--- src/rtl/id_stage_reg.sv ---
`default_nettype none
// ============================================================================
//  Module      : id_stage_reg
//  Description : ID-to-EX pipeline register. Captures decoded instruction
//                fields each cycle. Flush inserts a bubble, freeze holds the
//                stored entry, and a saturating counter tracks bubbles.
//  Revision    : 1.0 - initial release
// ============================================================================
module id_stage_reg #(
  parameter int DATA_W = 32
) (
  input  logic              clk,
  input  logic              rst,
  input  logic              flush,
  input  logic              freeze,
  input  logic              valid_in,
  input  logic [DATA_W-1:0] PC_in,
  input  logic              WB_en_in,
  input  logic              mem_read_in,
  input  logic              mem_write_in,
  input  logic              B_in,
  input  logic              S_in,
  input  logic [3:0]        EX_command_in,
  input  logic [DATA_W-1:0] Val_Rn_in,
  input  logic [DATA_W-1:0] Val_Rm_in,
  input  logic              imm_in,
  input  logic [11:0]       shift_operand_in,
  input  logic [23:0]       signed_imm_24_in,
  input  logic [3:0]        Dest_in,
  input  logic [3:0]        src1_in,
  input  logic [3:0]        src2_in,
  input  logic              carry_in,
  output logic              valid_out,
  output logic [DATA_W-1:0] PC_out,
  output logic              WB_en_out,
  output logic              mem_read_out,
  output logic              mem_write_out,
  output logic              B_out,
  output logic              S_out,
  output logic [3:0]        EX_command_out,
  output logic [DATA_W-1:0] Val_Rn_out,
  output logic [DATA_W-1:0] Val_Rm_out,
  output logic              imm_out,
  output logic [11:0]       shift_operand_out,
  output logic [23:0]       signed_imm_24_out,
  output logic [3:0]        Dest_out,
  output logic [3:0]        src1_out,
  output logic [3:0]        src2_out,
  output logic              carry_out,
  output logic              ex_busy,
  output logic [7:0]        bubble_cnt_out
);

  localparam logic [7:0] C_CNT_MAX = 8'hFF;

  // Control group
  logic              valid_q,     valid_d;
  logic              wb_en_q,     wb_en_d;
  logic              mem_read_q,  mem_read_d;
  logic              mem_write_q, mem_write_d;
  logic              b_q,         b_d;
  logic              s_q,         s_d;
  logic [3:0]        ex_cmd_q,    ex_cmd_d;
  // Data group
  logic [DATA_W-1:0] pc_q,        pc_d;
  logic [DATA_W-1:0] val_rn_q,    val_rn_d;
  logic [DATA_W-1:0] val_rm_q,    val_rm_d;
  logic              imm_q,       imm_d;
  logic [11:0]       shift_op_q,  shift_op_d;
  logic [23:0]       simm24_q,    simm24_d;
  logic [3:0]        dest_q,      dest_d;
  logic [3:0]        src1_q,      src1_d;
  logic [3:0]        src2_q,      src2_d;
  logic              carry_q,     carry_d;
  // Bubble statistics
  logic [7:0]        bubble_cnt_q, bubble_cnt_d;

  logic load_en;
  logic load_bubble;

  // Edge qualifiers: flush overrides freeze; an empty slot becomes a bubble
  always_comb begin
    load_en     = flush | ~freeze;
    load_bubble = flush | (~freeze & ~valid_in);
  end

  // Next-state: hold by default, capture when enabled, zero control on bubble
  always_comb begin
    valid_d      = valid_q;
    wb_en_d      = wb_en_q;
    mem_read_d   = mem_read_q;
    mem_write_d  = mem_write_q;
    b_d          = b_q;
    s_d          = s_q;
    ex_cmd_d     = ex_cmd_q;
    pc_d         = pc_q;
    val_rn_d     = val_rn_q;
    val_rm_d     = val_rm_q;
    imm_d        = imm_q;
    shift_op_d   = shift_op_q;
    simm24_d     = simm24_q;
    dest_d       = dest_q;
    src1_d       = src1_q;
    src2_d       = src2_q;
    carry_d      = carry_q;
    bubble_cnt_d = bubble_cnt_q;

    if (load_en) begin
      // Data fields are captured even for bubbles so their value stays defined
      pc_d       = PC_in;
      val_rn_d   = Val_Rn_in;
      val_rm_d   = Val_Rm_in;
      imm_d      = imm_in;
      shift_op_d = shift_operand_in;
      simm24_d   = signed_imm_24_in;
      dest_d     = Dest_in;
      src1_d     = src1_in;
      src2_d     = src2_in;
      carry_d    = carry_in;

      if (load_bubble) begin
        valid_d     = 1'b0;
        wb_en_d     = 1'b0;
        mem_read_d  = 1'b0;
        mem_write_d = 1'b0;
        b_d         = 1'b0;
        s_d         = 1'b0;
        ex_cmd_d    = 4'b0000;
        if (bubble_cnt_q != C_CNT_MAX) begin
          bubble_cnt_d = bubble_cnt_q + 8'd1;
        end
      end else begin
        valid_d     = 1'b1;
        wb_en_d     = WB_en_in;
        mem_read_d  = mem_read_in;
        mem_write_d = mem_write_in;
        b_d         = B_in;
        s_d         = S_in;
        ex_cmd_d    = EX_command_in;
      end
    end
  end

  // State registers with asynchronous clear
  always_ff @(posedge clk or posedge rst) begin
    if (rst) begin
      valid_q      <= 1'b0;
      wb_en_q      <= 1'b0;
      mem_read_q   <= 1'b0;
      mem_write_q  <= 1'b0;
      b_q          <= 1'b0;
      s_q          <= 1'b0;
      ex_cmd_q     <= 4'b0000;
      pc_q         <= '0;
      val_rn_q     <= '0;
      val_rm_q     <= '0;
      imm_q        <= 1'b0;
      shift_op_q   <= 12'd0;
      simm24_q     <= 24'd0;
      dest_q       <= 4'd0;
      src1_q       <= 4'd0;
      src2_q       <= 4'd0;
      carry_q      <= 1'b0;
      bubble_cnt_q <= 8'd0;
    end else begin
      valid_q      <= valid_d;
      wb_en_q      <= wb_en_d;
      mem_read_q   <= mem_read_d;
      mem_write_q  <= mem_write_d;
      b_q          <= b_d;
      s_q          <= s_d;
      ex_cmd_q     <= ex_cmd_d;
      pc_q         <= pc_d;
      val_rn_q     <= val_rn_d;
      val_rm_q     <= val_rm_d;
      imm_q        <= imm_d;
      shift_op_q   <= shift_op_d;
      simm24_q     <= simm24_d;
      dest_q       <= dest_d;
      src1_q       <= src1_d;
      src2_q       <= src2_d;
      carry_q      <= carry_d;
      bubble_cnt_q <= bubble_cnt_d;
    end
  end

  // Outputs come straight from registers; ex_busy is decoded from them only
  always_comb begin
    valid_out         = valid_q;
    PC_out            = pc_q;
    WB_en_out         = wb_en_q;
    mem_read_out      = mem_read_q;
    mem_write_out     = mem_write_q;
    B_out             = b_q;
    S_out             = s_q;
    EX_command_out    = ex_cmd_q;
    Val_Rn_out        = val_rn_q;
    Val_Rm_out        = val_rm_q;
    imm_out           = imm_q;
    shift_operand_out = shift_op_q;
    signed_imm_24_out = simm24_q;
    Dest_out          = dest_q;
    src1_out          = src1_q;
    src2_out          = src2_q;
    carry_out         = carry_q;
    bubble_cnt_out    = bubble_cnt_q;
    ex_busy           = valid_q & (mem_read_q | mem_write_q);
  end

endmodule
`default_nettype wire

--- config.mk ---
export PLATFORM = sky130hd
export DESIGN_NAME = id_stage_reg
export DESIGN_NICKNAME = d
export VERILOG_FILES = /design/src/rtl/id_stage_reg.sv
export SDC_FILE = /design/constraint.sdc
export NUM_CORES = 1
export LEC_CHECK = 0
export CORE_MARGIN = 2
export CORE_UTILIZATION = 30
export DETAILED_ROUTE_END_ITERATION = 8
export SLEW_MARGIN = 20
export SYNTH_ARGS = -nofsm -noshare
export SYNTH_HDL_FRONTEND = slang
export SYNTH_SLANG_ARGS = --single-unit
export TNS_END_PERCENT = 1
--- constraint.sdc ---
create_clock -name clk -period 15.55 [get_ports clk]
set_input_delay 2.3325 -clock clk [delete_from_list [all_inputs] [get_ports clk]]
set_output_delay 2.3325 -clock clk [all_outputs]
set_load 0.05 [all_outputs]
==> results summary <==
The overall via count from detail_route came out at 5472. The slew of the pin with the lowest slew margin came out at 1.009 ns. In the global route stage, met1 resource usage came out at 20.70%. The number of antenna violations at the first check in global routing is 0.

The number of distinct library cells after synthesis is 28. The total internal power came out at 0.8439 mW. The congestion estimate from routability-driven global placement came to 0.7951.

The worst voltage drop across the vdd grid came out at 65.93 µV. The setup fix buffers added after clock tree synthesis is 0. The number of setup violations in the final report came out at 0. The global-route track usage on met2 came out at 27.25%. The sum of routed wire length over all layers came out at 18.76 mm. The initial utilization of the core area, before any placement, comes to 30.76%. The overall global routing resource usage came out at 16.93%. The footprint of the flip-flops and latches came out at 4104 µm². The die width came out at 148.5 µm. The number of ports placed on the die boundary came out at 325. The number of buffers created by CTS came out at 17. At the worst endpoint, the required time is 15.90 ns. The busiest layer in global routing is met2. The number of stages on the worst hold path is 2. The largest net degree at the start of global routing is 102. In this run the cell area of the synthesized design comes to 6264 µm². The worst clock skew on the final layout is 0.004369 ns. Adding up every negative setup slack in the final design gives 0 ns. The share of total power dissipated in combinational logic is 28.2%. The layout overhead on the synthesized area came out at 64.82%. In this run the tool buffered the top-level ports with 324 buffer cells. The number of nets with antenna violations after detailed routing is 0. The overflow left after global routing came out at 0. The terminating pin of the worst hold path is Val_Rm_out[22]. Summed over its instances, the top area cell type makes up 65.52% of the synthesized netlist area. In this run the standard cell core region covers 20360 µm². Of the total power, registers draw 38.9%. Sorting the synthesized cells by area gives the leading types as sky130_fd_sc_hd__dfrtp_1 (66%), sky130_fd_sc_hd__nand2_1 (27%), sky130_fd_sc_hd__buf_2 (2.1%). Fill cells in the final layout number 1967. The count of TritonRoute iterations in the first routing pass is 4. Measured along the y axis, the die boundary spans 148.5 µm. The detail-routed net length per standard cell came out at 14.69 µm.

In the final layout, the share of cells above drive strength 1 is 4.270%. The H-tree generated during clock tree synthesis spans 4 levels. The worst register-to-register path begins at bubble_cnt_out[0]. The number of global-route vias before repair is 5521. The first global-routing pass estimated 29.31 mm of wire. The worst-case headroom to the max-slew limit is 32.75%. The number of endpoints with negative hold slack in the final report is 0. The initial DRC count came out at 173.

The total count of max-transition violations in the final report is 0. The reg-to-reg endpoint is bubble_cnt_out[1]. The maximum fanout along the worst path came out at 94. The number of synthesized register bits came out at 164. The gate count of the mapped netlist came out at 680.

The total inserted antenna cells came out at 0. Setup repair after global routing left no endpoint under its margin. Clock latency on the worst-skew pair, taken at its later pin, is 0.41 ns. sky130_fd_sc_hd__dfrtp_1 takes more of the synthesized area than any other cell. The share of the clock period used by the worst path after layout is 27.86%. For flop-to-flop paths, the worst setup slack is 14.03 ns. The number of design rule violations left after detail routing came out at 0.

The number of cells upsized or downsized after cts is 0. Averaged over all synthesized cells, the footprint is 9.211 µm². Summing all non-filler instances in the final layout gives an area of 10320 µm². The tightest min-delay check is of the flop to flop type. The clock sink count came out at 164.

The multi-input combinational cells in the finished layout cover a total of 2003 µm². The worst setup path startpoint is flush. The switching share of power is 34.26%. The clock network is responsible for 32.9% of the overall power. The number of maximum-capacitance constraint violations came out at 0. The ratio of total power to cell area came out at 124.4 nW/µm². The floorplan die area came out at 22050 µm².

Clock-pin slew was measured on the worst setup and hold paths at 0.07 ns. For this run, global-route usage on met3 was measured as 6.840%. The worst setup path is captured at a flop. The wire-length estimate of the detail-placed layout is 12.90 mm. The via count normalized by instance count is 4.285.

By startpoint and endpoint, the worst setup path is classified as input port to flop. The net count of the finished layout is 1155. The placed instance area came out at 9731 µm². The run finished with clean final reports.

The fmax is 230.8 MHz. The arrival time of data at the critical path endpoint is 4.68 ns. The startpoint identified for the worst hold timing path is Val_Rm_out[22]. Clock tree synthesis selected as its root buffer the cell sky130_fd_sc_hd__clkbuf_16. The synthesized net count came out at 841. After synthesis, flip-flops and latches occupy 65.52% of the total area. The final critical path time including I/O delays and setup came out at 4.333 ns. STA classifies the critical path startpoint as an input port. For this run, the number of Yosys warnings is 0. In this run, post-CTS hold repair placed 0 buffers. The number of rows created at floorplan is 52.

TritonCTS built the clock tree. The static power due to leakage came out at 4.929 nW. Counting along the longest clock path gives a buffer depth of 2. Summed over all nets, the switching power comes to 0.4399 mW. The worst reg-to-reg path cell count came out at 4.
==> how the worst max path moves through the flow <==
stage	to	slack (ns)	cells past startpoint
2_1_floorplan	B_out	8.78	1
4_1_cts	Dest_out[1]	11.20	5
5_1_grt	Val_Rn_out[28]	11.01	5
6_report	Val_Rn_out[15]	11.22	5
3_3_place_gp	PC_out[3]	10.76	5
3_5_place_dp	Dest_out[1]	10.76	5
==> cell type report <==
| type | count | area share (%) |
|---|---|---|
| Tap cell | 270 | 3.272 |
| Multi-Input combinational cell | 481 | 19.40 |
| Timing Repair Buffer | 328 | 31.71 |
| Inverter | 2 | 0.1212 |
| Sequential cell | 164 | 39.75 |
| Clock buffer | 20 | 4.327 |
| Clock inverter | 12 | 1.418 |
==> state kept, by name (all words and copies together) (netlist names), 4 cells and up <==
| register | count |
|---|---|
| PC_out | 32 |
| Val_Rm_out | 32 |
| Val_Rn_out | 32 |
| signed_imm_24_out | 24 |
| shift_operand_out | 12 |
| bubble_cnt_out | 8 |
| Dest_out | 4 |
| EX_command_out | 4 |
| src1_out | 4 |
| src2_out | 4 |
==> per-layer routing <==
layer	routed length (µm)	vias up
li1	-	2703
met1	7996	2500
met2	8422	242
met3	1889	27
met4	451	0
met5	0	-
==> stage by stage <==
step	cells	hold WS (ns)	setup WS (ns)	total power, mW	utilization, %
finish	1277	0.4615	11.22	1.284	50.69
global route	1277	0.4853	11.01	1.347	50.69
CTS	1277	0.4684	11.20	1.303	50.69
detailed placement	1245	0.4545	10.76	0.8722	47.78
global placement	1245	0.4479	10.76	0.8702	47.78
floorplan	680	0.7356	8.784	0.7208	-
==> power by group through the flow <==
| stage | Combinational (mW) | Clock [mW] | Sequential, mW |
|---|---|---|---|
| after global routing | 0.384 | 0.457 | 0.506 |
| after floorplan | 0.0668 | 0 | 0.654 |
| after detailed placement | 0.365 | 0 | 0.507 |
| after CTS | 0.366 | 0.437 | 0.500 |
| final | 0.362 | 0.423 | 0.499 |
| after global placement | 0.364 | 0 | 0.506 |
==> cell usage in the layout (no fill, tap or decap) <==
master,count
sky130_fd_sc_hd__nand2_1,445
sky130_fd_sc_hd__clkdlybuf4s50_1,324
sky130_fd_sc_hd__dfrtp_1,164
sky130_fd_sc_hd__clkbuf_16,17
sky130_fd_sc_hd__a22o_1,9
sky130_fd_sc_hd__nor2_1,5
sky130_fd_sc_hd__inv_6,4
sky130_fd_sc_hd__buf_4,4
sky130_fd_sc_hd__clkinv_4,3
sky130_fd_sc_hd__clkinvlp_4,3
sky130_fd_sc_hd__mux2_1,2
sky130_fd_sc_hd__xor2_1,2
sky130_fd_sc_hd__clkbuf_1,2
sky130_fd_sc_hd__bufinv_16,2
sky130_fd_sc_hd__nor2b_4,1
sky130_fd_sc_hd__nand2b_4,1
sky130_fd_sc_hd__o21a_1,1
sky130_fd_sc_hd__inv_1,1
sky130_fd_sc_hd__o21bai_4,1
sky130_fd_sc_hd__nand4_2,1
sky130_fd_sc_hd__nand3_2,1
sky130_fd_sc_hd__nor3_2,1
sky130_fd_sc_hd__nor3b_2,1
sky130_fd_sc_hd__o31ai_4,1
sky130_fd_sc_hd__xnor2_1,1
sky130_fd_sc_hd__o211ai_1,1
sky130_fd_sc_hd__o21ai_0,1
sky130_fd_sc_hd__nor3_1,1
sky130_fd_sc_hd__o21ba_1,1
sky130_fd_sc_hd__a41oi_1,1
sky130_fd_sc_hd__nor3b_1,1
sky130_fd_sc_hd__mux2i_1,1
sky130_fd_sc_hd__ha_1,1
sky130_fd_sc_hd__clkbuf_8,1
sky130_fd_sc_hd__inv_8,1
==> worst max-delay path, stage by stage <==
cell	delay, ns
sky130_fd_sc_hd__clkdlybuf4s50_1	0.58
sky130_fd_sc_hd__nand2b_4	0.55
sky130_fd_sc_hd__buf_4	0.82
sky130_fd_sc_hd__nand2_1	0.14
sky130_fd_sc_hd__nand2_1	0.11
==> logic make-up after synthesis <==
group | Yosys count | share of synthesized area (%)
compound gates | 16 | 2.517
xor+xnor | 3 | 0.4196
fa+ha+maj | 1 | 0.1997
buf+inv | 35 | 2.737
flops | 164 | 65.52
mux | 3 | 0.5194
simple gates | 458 | 28.09
==> synthesized netlist by cell type (all sizes together) <==
master	number
nor3b	2
o21ai	1
mux2i	1
clkbuf	5
o21bai	1
mux2	2
buf	28
nand2b	1
inv	2
nand3	1
xor2	2
nand2	445
o211ai	1
o21a	1
nand4	1
o31ai	1
xnor2	1
ha	1
nor2	5
o21ba	1
nor2b	1
a22o	9
a41oi	1
nor3	2
dfrtp	164
Power figures use the tool's default switching activity.
